File: src/rtl/ibex_rvfi_trace_fifo.sv
// ibex_rvfi_trace_fifo: RVFI retirement trace FIFO with gap marking and drop accounting.
// Define RVFI_TRACE_MEM_EN to also carry mem_addr/rmask/wmask per record.
module ibex_rvfi_trace_fifo #(
  parameter int Depth = 8
) (
  input  logic                     clk_i,
  input  logic                     rst_i,
  input  logic                     rvfi_valid,
  input  logic [63:0]              rvfi_order,
  input  logic [31:0]              rvfi_pc_rdata,
  input  logic [31:0]              rvfi_insn,
  input  logic [31:0]              rvfi_rd_wdata,
  input  logic [4:0]               rvfi_rd_addr,
  input  logic                     rvfi_trap,
  input  logic                     rvfi_intr,
`ifdef RVFI_TRACE_MEM_EN
  input  logic [31:0]              rvfi_mem_addr,
  input  logic [3:0]               rvfi_mem_rmask,
  input  logic [3:0]               rvfi_mem_wmask,
  output logic [31:0]              trace_mem_addr_o,
  output logic [3:0]               trace_mem_rmask_o,
  output logic [3:0]               trace_mem_wmask_o,
`endif
  output logic                     trace_valid_o,
  input  logic                     trace_ready_i,
  output logic [31:0]              trace_pc_o,
  output logic [31:0]              trace_insn_o,
  output logic [31:0]              trace_rd_wdata_o,
  output logic [4:0]               trace_rd_addr_o,
  output logic [15:0]              trace_order_o,
  output logic [2:0]               trace_flags_o,
  output logic [$clog2(Depth):0]   level_o,
  output logic [15:0]              drop_cnt_o,
  output logic                     overflow_o,
  input  logic                     clear_i
);
  localparam int AW = $clog2(Depth);
  localparam logic [AW:0] FULL = (AW+1)'(Depth);
`ifdef RVFI_TRACE_MEM_EN
  localparam int RW = 160;
`else
  localparam int RW = 120;
`endif
  if (Depth < 2 || (Depth & (Depth - 1)) != 0) begin : g_bad_depth
    $error("ibex_rvfi_trace_fifo: Depth must be a power of two and at least 2");
  end
  logic [RW-1:0] r_mem [Depth];
  logic [RW-1:0] w_wdata;
  logic [RW-1:0] w_rdata;
  logic [AW-1:0] r_wptr;
  logic [AW-1:0] r_rptr;
  logic [AW:0]   r_level;
  logic [15:0]   r_drop_cnt;
  logic          r_overflow;
  logic          r_gap_pend;
  logic          w_push;
  logic          w_pop;
  logic          w_drop;
  logic          w_unused_order;
  assign w_unused_order = ^rvfi_order[63:16];
  assign w_pop  = (r_level != '0) & trace_ready_i;
  assign w_push = rvfi_valid & ((r_level != FULL) | w_pop);
  assign w_drop = rvfi_valid & ~w_push;
  assign w_wdata[119:0] = {r_gap_pend, rvfi_intr, rvfi_trap, rvfi_order[15:0], rvfi_rd_addr,
                           rvfi_rd_wdata, rvfi_insn, rvfi_pc_rdata};
  assign w_rdata = r_mem[r_rptr];
  assign {trace_flags_o, trace_order_o, trace_rd_addr_o, trace_rd_wdata_o, trace_insn_o,
          trace_pc_o} = w_rdata[119:0];
`ifdef RVFI_TRACE_MEM_EN
  assign w_wdata[159:120] = {rvfi_mem_addr, rvfi_mem_rmask, rvfi_mem_wmask};
  assign {trace_mem_addr_o, trace_mem_rmask_o, trace_mem_wmask_o} = w_rdata[159:120];
`endif
  assign trace_valid_o = r_level != '0;
  assign level_o       = r_level;
  assign drop_cnt_o    = r_drop_cnt;
  assign overflow_o    = r_overflow;
  // Record storage is deliberately unreset; only the pointers define validity.
  always_ff @(posedge clk_i) begin
    if (w_push) r_mem[r_wptr] <= w_wdata;
  end
  always_ff @(posedge clk_i or posedge rst_i) begin
    if (rst_i) begin
      r_wptr     <= '0;
      r_rptr     <= '0;
      r_level    <= '0;
      r_drop_cnt <= '0;
      r_overflow <= 1'b0;
      r_gap_pend <= 1'b0;
    end else begin
      if (w_push) r_wptr <= r_wptr + AW'(1);
      if (w_pop) r_rptr <= r_rptr + AW'(1);
      r_level    <= r_level + (AW+1)'(w_push) - (AW+1)'(w_pop);
      r_gap_pend <= w_drop | (r_gap_pend & ~w_push);
      r_overflow <= w_drop | (r_overflow & ~clear_i);
      r_drop_cnt <= clear_i ? {15'd0, w_drop}
                  : (w_drop && r_drop_cnt != 16'hFFFF) ? r_drop_cnt + 16'd1 : r_drop_cnt;
    end
  end
endmodule
File: config.mk
export PLATFORM = sky130hd
export DESIGN_NAME = ibex_rvfi_trace_fifo
export DESIGN_NICKNAME = d
export VERILOG_FILES = /design/src/rtl/ibex_rvfi_trace_fifo.sv
export SDC_FILE = /design/constraint.sdc
export NUM_CORES = 1
export LEC_CHECK = 0
export CAP_MARGIN = 20
export CORE_ASPECT_RATIO = 0.6
export CORE_MARGIN = 5
export CORE_UTILIZATION = 45
export CTS_BUF_LIST = sky130_fd_sc_hd__clkbuf_8 sky130_fd_sc_hd__clkbuf_16
export DETAILED_ROUTE_END_ITERATION = 12
export HOLD_SLACK_MARGIN = 0.05
export PLACE_DENSITY = 0.68
export SYNTH_ARGS = -nofsm -noshare
export SYNTH_HDL_FRONTEND = slang
export SYNTH_SLANG_ARGS = --single-unit
File: constraint.sdc
create_clock -name clk_i -period 16.25 [get_ports clk_i]
set_input_delay 3.25 -clock clk_i [delete_from_list [all_inputs] [get_ports clk_i]]
set_output_delay 3.25 -clock clk_i [all_outputs]
set_load 0.02 [all_outputs]
==> load_flow_metrics.sql, run 1 <==
INSERT INTO impl_metrics (metric_group, metric, value, unit) VALUES
('run_status', 'result_of_the_run', 'completed', ''),
('synthesis', 'share_of_synthesized_cell_area_in_and_or_nand_and_nor_gates', '1.281', '%'),
('clocking', 'cts.path.max_buffers', '3', ''),
('setup_path', 'setup.worst_path.end_class', 'output port', ''),
('layout', 'final_design_area_no_fill', '44480', 'sq um'),
('floorplan', 'initial_utilization', '45.24', '%'),
('setup_path', 'crit_path_max_incr_delay', '1.04', 'ns'),
('hold_path', 'hold_sp', 'overflow_o$_DFF_PP0_', ''),
('place', 'postPlaceCellArea', '41620', 'sq um'),
('clocking', 'ctsResizeCount', '0', ''),
('place', 'place.gp.congestion', '0.7630', ''),
('drt', 'drt.antenna.violating_nets', '0', ''),
('setup_path', 'worst_path_max_delay_cell', 'sky130_fd_sc_hd__dfrtp_4', ''),
('timing', 'rsz0062_at_grt', 'no', ''),
('drt', 'vias_per_cell', '5.481', ''),
('clocking', 'cts_tree', 'built', ''),
('clocking', 'root_buffer', 'sky130_fd_sc_hd__clkbuf_16', ''),
('layout', 'insertedDiodeCount', '0', ''),
('drt', 'total_wirelength', '76.30', 'mm'),
('power_and_ir_drop', 'power_leakage', '14.12', 'nW'),
('setup_path', 'timing.critical_path.from_type', 'flip-flop', ''),
('clocking', 'clock_insertion_delay_at_the_later_pin_of_the_skew_report', '0.66', 'ns'),
('synthesis', 'postSynth.topFlopCell', 'sky130_fd_sc_hd__edfxtp_1', ''),
('synthesis', 'seq_area_frac_synth', '78.35', '%'),
('setup_path', 'reg2regPathDepth', '8', ''),
('synthesis', 'synth-edff-count', '960', ''),
('synthesis', 'synth_top_family_by_area', 'multiplexers', ''),
('timing', 'timing.hold.ws', '0.5226', 'ns'),
('setup_path', 'worstPathCellList', 'buf_4 > buf_4 > mux4_2 > mux2_2 > clkdlybuf4s50_1', ''),
('layout', 'area_delta_synth_final', '18.03', '%'),
('place', 'numPortBuffers', '265', ''),
('global_route', 'antenna_found_initial', '4', ''),
('global_route', 'first_global_vias', '18190', ''),
('timing', 'finClkSkew', '0.01906', 'ns'),
('synthesis', 'synthesis.nets', '1736', ''),
('global_route', 'global_route_total_usage_across_every_layer', '17.15', '%'),
('synthesis', 'synthMuxAreaShare', '18.27', '%'),
('synthesis', 'post_synth_num_cell_types', '42', ''),
('clocking', 'path_clk_slew', '0.07', 'ns'),
('drt', 'dr_total_vias', '16860', ''),
('timing', 'finalCriticalPeriod', '8.220', 'ns'),
('power_and_ir_drop', 'post-layout-total-power', '8.133', 'mW'),
('power_and_ir_drop', 'ir_drop', '132.8', 'uV'),
('floorplan', 'rows', '82', ''),
('job', 'number_of_violations_of_the_max_capacitance_limit', '0', ''),
('drt', 'detail_route.wl_per_cell', '24.80', 'um'),
('floorplan', 'die-width', '383.6', 'um'),
('setup_path', 'cp_data_required_time', '13.00', 'ns'),
('synthesis', 'yosys_warnings', '0', ''),
('synthesis', 'synth_area_per_cell', '24.24', 'sq um'),
('setup_path', 'crit-reg2reg-capture', 'r_mem[7][57]$_DFFE_PP_', ''),
('drt', 'remaining_drc_errors', '0', ''),
('timing', 'final_max_slew_viol_count', '0', ''),
('synthesis', 'synthCells', '1555', ''),
('timing', 'hold_viol', '0', ''),
('hold_path', 'hold-path-cell-count', '2', ''),
('setup_path', 'worstSetupPathType', 'reg2out', ''),
('synthesis', 'synthAdderAreaFrac', '0.3187', '%'),
('floorplan', 'die_h', '234.2', 'um'),
('clocking', 'cts_hold_repair.buffers', '0', ''),
('place', 'post-dp-hpwl', '40.49', 'mm'),
('setup_path', 'cp_data_arrival_time', '4.97', 'ns'),
('setup_path', 'critical_path_peak_fanout', '45', ''),
('floorplan', 'core_area', '83310', 'sq um'),
('timing', 'fmax', '0.1217', 'GHz'),
('timing', 'finalCritPeriodShare', '50.59', '%'),
('clocking', 'numClockSinks', '988', ''),
('global_route', 'overflow', '0', ''),
('layout', 'final_stage_net_count', '2056', ''),
('setup_path', 'r2r-start', 'level_o[2]$_DFF_PP0_', ''),
('power_and_ir_drop', 'power.density', '182.8', 'nW/um^2');
-- worst max-delay path by stage --
stage	startpoint	slack, ns	cells past startpoint	endpoint
2_1_floorplan	trace_ready_i	0.52	4	r_mem[0][0]$_DFFE_PP_
3_3_place_gp	r_rptr[0]$_DFFE_PP0N_	8.47	5	trace_rd_wdata_o[15]
3_5_place_dp	r_rptr[0]$_DFFE_PP0N_	8.44	5	trace_rd_wdata_o[10]
4_1_cts	r_rptr[0]$_DFFE_PP0N_	7.66	5	trace_rd_wdata_o[10]
5_1_grt	r_rptr[0]$_DFFE_PP0N_	7.46	5	trace_insn_o[18]
6_report	r_rptr[0]$_DFFE_PP0N_	8.03	5	trace_insn_o[18]
-- placed cells by master (no fill, tap or decap), types with 6 or more instances in the layout --
cell type,instances
sky130_fd_sc_hd__clkdlybuf4s50_1,265
sky130_fd_sc_hd__dfrtp_1,25
sky130_fd_sc_hd__nor2_1,11
sky130_fd_sc_hd__nand2_1,13
sky130_fd_sc_hd__clkinv_1,17
sky130_fd_sc_hd__a21oi_1,8
sky130_fd_sc_hd__ha_1,8
sky130_fd_sc_hd__nor2b_1,9
sky130_fd_sc_hd__mux4_2,240
sky130_fd_sc_hd__clkinv_2,17
sky130_fd_sc_hd__inv_1,26
sky130_fd_sc_hd__bufinv_16,9
sky130_fd_sc_hd__mux2_2,128
sky130_fd_sc_hd__clkbuf_16,91
sky130_fd_sc_hd__buf_4,35
sky130_fd_sc_hd__edfxtp_1,960
sky130_fd_sc_hd__o31ai_1,6
-- logic make-up after synthesis --
group	after synthesis
muxes	371
DFF	988
buffers and inverters	82
and+or+nand+nor	79
adders and majority gates	9
xor gates and xnor gates	6
AOI/OAI and AO/OA	20
-- area by class of cell --
| cell class | count | area [sq um] | share of cell area (%) |
|---|---|---|---|
| clock buffers | 91 | 2277 | 5.119 |
| clock inverters | 68 | 554.3 | 1.246 |
| inverters | 10 | 37.54 | 0.08438 |
| multi-input cells | 485 | 7714 | 17.34 |
| flip-flops and latches | 988 | 29540 | 66.41 |
| well taps | 1134 | 1419 | 3.190 |
| repair buffers | 301 | 2943 | 6.615 |
-- power breakdown --
part | internal (mW) | switching [mW]
Sequential | 3.19 | 0.179
Combinational | 1.35 | 1.35
Clock | 1.16 | 0.898
-- sequential cells by signal (all words and copies together) (netlist names), named ones only --
| name | count |
|---|---|
| r_mem | 960 |
| r_rptr | 3 |
| level_o | 4 |
| overflow_o | 1 |
| r_wptr | 3 |
| drop_cnt_o | 16 |
-- Yosys cell counts (8+ instances only) --
| master | instances | area, sq um |
|---|---|---|
| sky130_fd_sc_hd__a21oi_1 | 8 | 40.04 |
| sky130_fd_sc_hd__buf_1 | 8 | 30.03 |
| sky130_fd_sc_hd__buf_2 | 13 | 65.06 |
| sky130_fd_sc_hd__buf_6 | 23 | 259.0 |
| sky130_fd_sc_hd__clkbuf_1 | 28 | 105.1 |
| sky130_fd_sc_hd__dfrtp_1 | 28 | 700.7 |
| sky130_fd_sc_hd__edfxtp_1 | 960 | 28830 |
| sky130_fd_sc_hd__ha_1 | 8 | 100.1 |
| sky130_fd_sc_hd__inv_1 | 10 | 37.54 |
| sky130_fd_sc_hd__mux2_2 | 128 | 1441 |
| sky130_fd_sc_hd__mux4_2 | 240 | 5405 |
| sky130_fd_sc_hd__nand2_1 | 13 | 48.80 |
| sky130_fd_sc_hd__nor2_1 | 14 | 52.55 |
| sky130_fd_sc_hd__nor2b_1 | 9 | 56.30 |
-- layer usage --
layer  vias up  track usage [%]  wire [um]
met3        94            4.341       4167
met5         -                0         53
met4         8            3.761       1167
li1       7266                -          -
met2       370            28.49      38230
met1      9126            23.28      32690
-- worst max-delay path, delay by kind of cell (launching register included) --
kind	cells	cell delay, ns
DFF	1	1.04
muxes	2	0.89
buffers and inverters	3	2.30
-- through the flow --
| stage | instances | utilization, % | worst slack (ns) |
|---|---|---|---|
| global route | 3077 | 53.40 | 7.458 |
| finish | 3077 | 53.40 | 8.030 |
| global placement | 2917 | 49.96 | 8.470 |
| floorplan | 1555 | - | 0.5154 |
| CTS | 3076 | 53.36 | 7.662 |
| detailed placement | 2917 | 49.96 | 8.435 |
Note: power is estimated with default switching activity, not from simulation.
==> inputs of run 2 (changes only) <==
- PLACE_DENSITY: 0.68 -> 0.71
- clock period: 16.25 -> 6.83 ns (I/O delays scaled with it)
==> run 2 against run 1 <==
Total power increased by 140%. Clock power increased by 150%. Count of clock-buffer cells in the layout increased by 2. Utilization increased by 0.47 points. Worst hold slack improved by 0.012 ns. Wire length decreased by 1.3%. Sequential share of layout area decreased by 0.57 points. First-iteration DRC count increased by 5.9%. Critical path type unchanged. Combinational power increased by 140%. Sequential power increased by 140%. Flip-flop and latch count unchanged.
==> load_flow_metrics.sql, run 2 (synthesized netlist as in run 1, its figures left out) <==
INSERT INTO impl_metrics (metric_group, metric, value, unit) VALUES
('power_and_ir_drop', 'power.density', '437.6', 'nW/um^2'),
('floorplan', 'core_area', '83310', 'sq um'),
('run_status', 'result_of_the_run', 'completed', ''),
('floorplan', 'die-width', '383.6', 'um'),
('timing', 'rsz0062_at_grt', 'no', ''),
('drt', 'vias_per_cell', '5.462', ''),
('setup_path', 'cp_data_required_time', '5.46', 'ns'),
('hold_path', 'worst_hold_path_type', 'reg2reg', ''),
('power_and_ir_drop', 'ir_drop', '326.0', 'uV'),
('setup_path', 'critical_path_peak_fanout', '44', ''),
('clocking', 'path_clk_slew', '0.06', 'ns'),
('layout', 'regMostFlops', 'r_mem', ''),
('power_and_ir_drop', 'post-layout-total-power', '19.64', 'mW'),
('timing', 'final-setup-viol-count', '0', ''),
('drt', 'total_wirelength', '75.30', 'mm'),
('global_route', 'antenna_found_initial', '6', ''),
('layout', 'instances_no_fill', '3085', ''),
('timing', 'finalCritPeriodShare', '76.13', '%'),
('drt', 'detail_route.wl_per_cell', '24.41', 'um'),
('layout', 'area_delta_synth_final', '19.06', '%'),
('place', 'place.gp.congestion', '0.7395', ''),
('timing', 'tightest_slew', '1.085', 'ns'),
('layout', 'final_stage_net_count', '2055', ''),
('job', 'number_of_violations_of_the_max_capacitance_limit', '0', ''),
('timing', 'timing.hold.ws', '0.5349', 'ns'),
('drt', 'detail_route.iter0.violations', '1254', ''),
('drt', 'detailedRoute.firstPassIterationCount', '5', ''),
('layout', 'postLayoutCoreUtil', '53.86', '%'),
('global_route', 'overflow', '0', ''),
('timing', 'setup_slack', '1.630', 'ns'),
('timing', 'finClkSkew', '0.02206', 'ns'),
('clocking', 'postCtsSetupRepairBufs', '0', ''),
('layout', 'layout.cells.most_common_list', 'sky130_fd_sc_hd__edfxtp_1 (960), sky130_fd_sc_hd__clkdlybuf4s50_1 (265), sky130_fd_sc_hd__mux4_2 (240)', ''),
('clocking', 'clock_insertion_delay_at_the_later_pin_of_the_skew_report', '0.66', 'ns'),
('layout', 'drive_gt1_share', '28.89', '%'),
('timing', 'finalCriticalPeriod', '5.200', 'ns'),
('floorplan', 'design.die.area', '89830', 'sq um'),
('layout', 'num-fill-cells', '6243', ''),
('clocking', 'root_buffer', 'sky130_fd_sc_hd__clkbuf_16', ''),
('floorplan', 'die_h', '234.2', 'um'),
('layout', 'layout.cells.most_common', 'sky130_fd_sc_hd__edfxtp_1', ''),
('setup_path', 'worstSetupPathType', 'reg2out', ''),
('timing', 'hold_viol', '0', ''),
('drt', 'remaining_drc_errors', '0', ''),
('setup_path', 'timing.critical_path.from_type', 'flip-flop', ''),
('clocking', 'numClockSinks', '988', ''),
('clocking', 'number_of_clock_buffers_inserted_by_tritoncts', '90', ''),
('floorplan', 'rows', '82', ''),
('global_route', 'grt_pass1_wl', '114.3', 'mm'),
('global_route', 'first_global_vias', '18260', ''),
('place', 'post-dp-hpwl', '39.86', 'mm'),
('floorplan', 'io_pins', '314', ''),
('layout', 'max_reg_flops', '960', ''),
('clocking', 'cts_tree', 'built', ''),
('power_and_ir_drop', 'power_leakage', '14.23', 'nW'),
('timing', 'timing.max_slew.rel_slack', '27.64', '%'),
('drt', 'drt.antenna.violating_nets', '0', ''),
('global_route', 'global_route_total_usage_across_every_layer', '17.01', '%'),
('clocking', 'cts.path.max_buffers', '3', ''),
('floorplan', 'initial_utilization', '45.24', '%'),
('place', 'dp_worst_setup_slack', '2.162', 'ns'),
('clocking', 'cts_hold_repair.buffers', '0', ''),
('timing', 'final_max_slew_viol_count', '0', ''),
('drt', 'dr_total_vias', '16850', ''),
('place', 'placed_cells_incl_taps', '2916', ''),
('global_route', 'grt_max_degree', '123', ''),
('setup_path', 'setup.worst_path.end_class', 'output port', ''),
('clocking', 'ctsResizeCount', '0', ''),
('setup_path', 'cp_data_arrival_time', '3.83', 'ns'),
('place', 'numPortBuffers', '265', ''),
('timing', 'fmax', '0.1923', 'GHz'),
('clocking', 'cts.htree.levels', '3', '');
run 2: cell count changes in the layout (fill, tap and decap cells not counted), moves of 3 or more:
cell | previous run | this run
sky130_fd_sc_hd__clkinvlp_4 | 3 | 6
sky130_fd_sc_hd__nor3_4 | 0 | 4
sky130_fd_sc_hd__nor3_2 | 4 | 0
sky130_fd_sc_hd__clkinv_4 | 1 | 4
sky130_fd_sc_hd__buf_12 | 0 | 12
sky130_fd_sc_hd__bufinv_16 | 9 | 12
sky130_fd_sc_hd__inv_1 | 26 | 20
sky130_fd_sc_hd__buf_4 | 35 | 21
run 2: report_power, final:
part	switching (mW)	internal, mW	total [mW]
clock network	2.19	2.94	5.13
logic	3.26	3.27	6.53
registers	0.382	7.60	7.98
total	5.83	13.8	19.6
run 2: path summary, 6_finish.rpt:
kind                                       start                     end  slack, ns  cells past startpoint
setup / recovery           r_rptr[0]$_DFFE_PP0N_    trace_rd_wdata_o[16]       1.63                      4
hold / removal              overflow_o$_DFF_PP0_    overflow_o$_DFF_PP0_       0.53                      2
setup reg to reg            level_o[2]$_DFF_PP0_  r_mem[3][70]$_DFFE_PP_       3.43                      8
hold reg to reg             overflow_o$_DFF_PP0_    overflow_o$_DFF_PP0_       0.53                      2
max in group asynchronous                  rst_i   r_rptr[0]$_DFFE_PP0N_       5.28                      3
min in group asynchronous                  rst_i    overflow_o$_DFF_PP0_       1.07                      2
run 2: layout make-up:
| type | instances | area [sq um] | area share, % |
|---|---|---|---|
| clock buffer | 93 | 2316 | 5.161 |
| clock inverter | 74 | 729.5 | 1.626 |
| multi-input combinational | 485 | 7747 | 17.27 |
| inverter | 10 | 37.54 | 0.08365 |
| tap | 1134 | 1419 | 3.162 |
| antenna | 2 | 5.005 | 0.01115 |
| sequential | 988 | 29540 | 65.83 |
| timing repair buffer | 299 | 3078 | 6.859 |
run 2: layer usage:
layer	wire length, um	GRT usage (%)
met5	58	0
met4	1342	4.275
met3	3845	3.866
met2	37590	28.17
met1	32460	23.25
run 2: through the flow:
step,TNS (ns),instance area [sq um]
finish,0,44870
global placement,0,41790
detailed placement,0,41820
CTS,0,44870
global route,0,44870
floorplan,-364.98,37720
run 2: worst max-delay path: stages (launching register included):
cell and delay [ns]:
sky130_fd_sc_hd__dfrtp_4 1.07, sky130_fd_sc_hd__buf_4 0.65, sky130_fd_sc_hd__mux4_2 0.59, sky130_fd_sc_hd__mux2_2 0.29
sky130_fd_sc_hd__clkdlybuf4s50_1 0.55
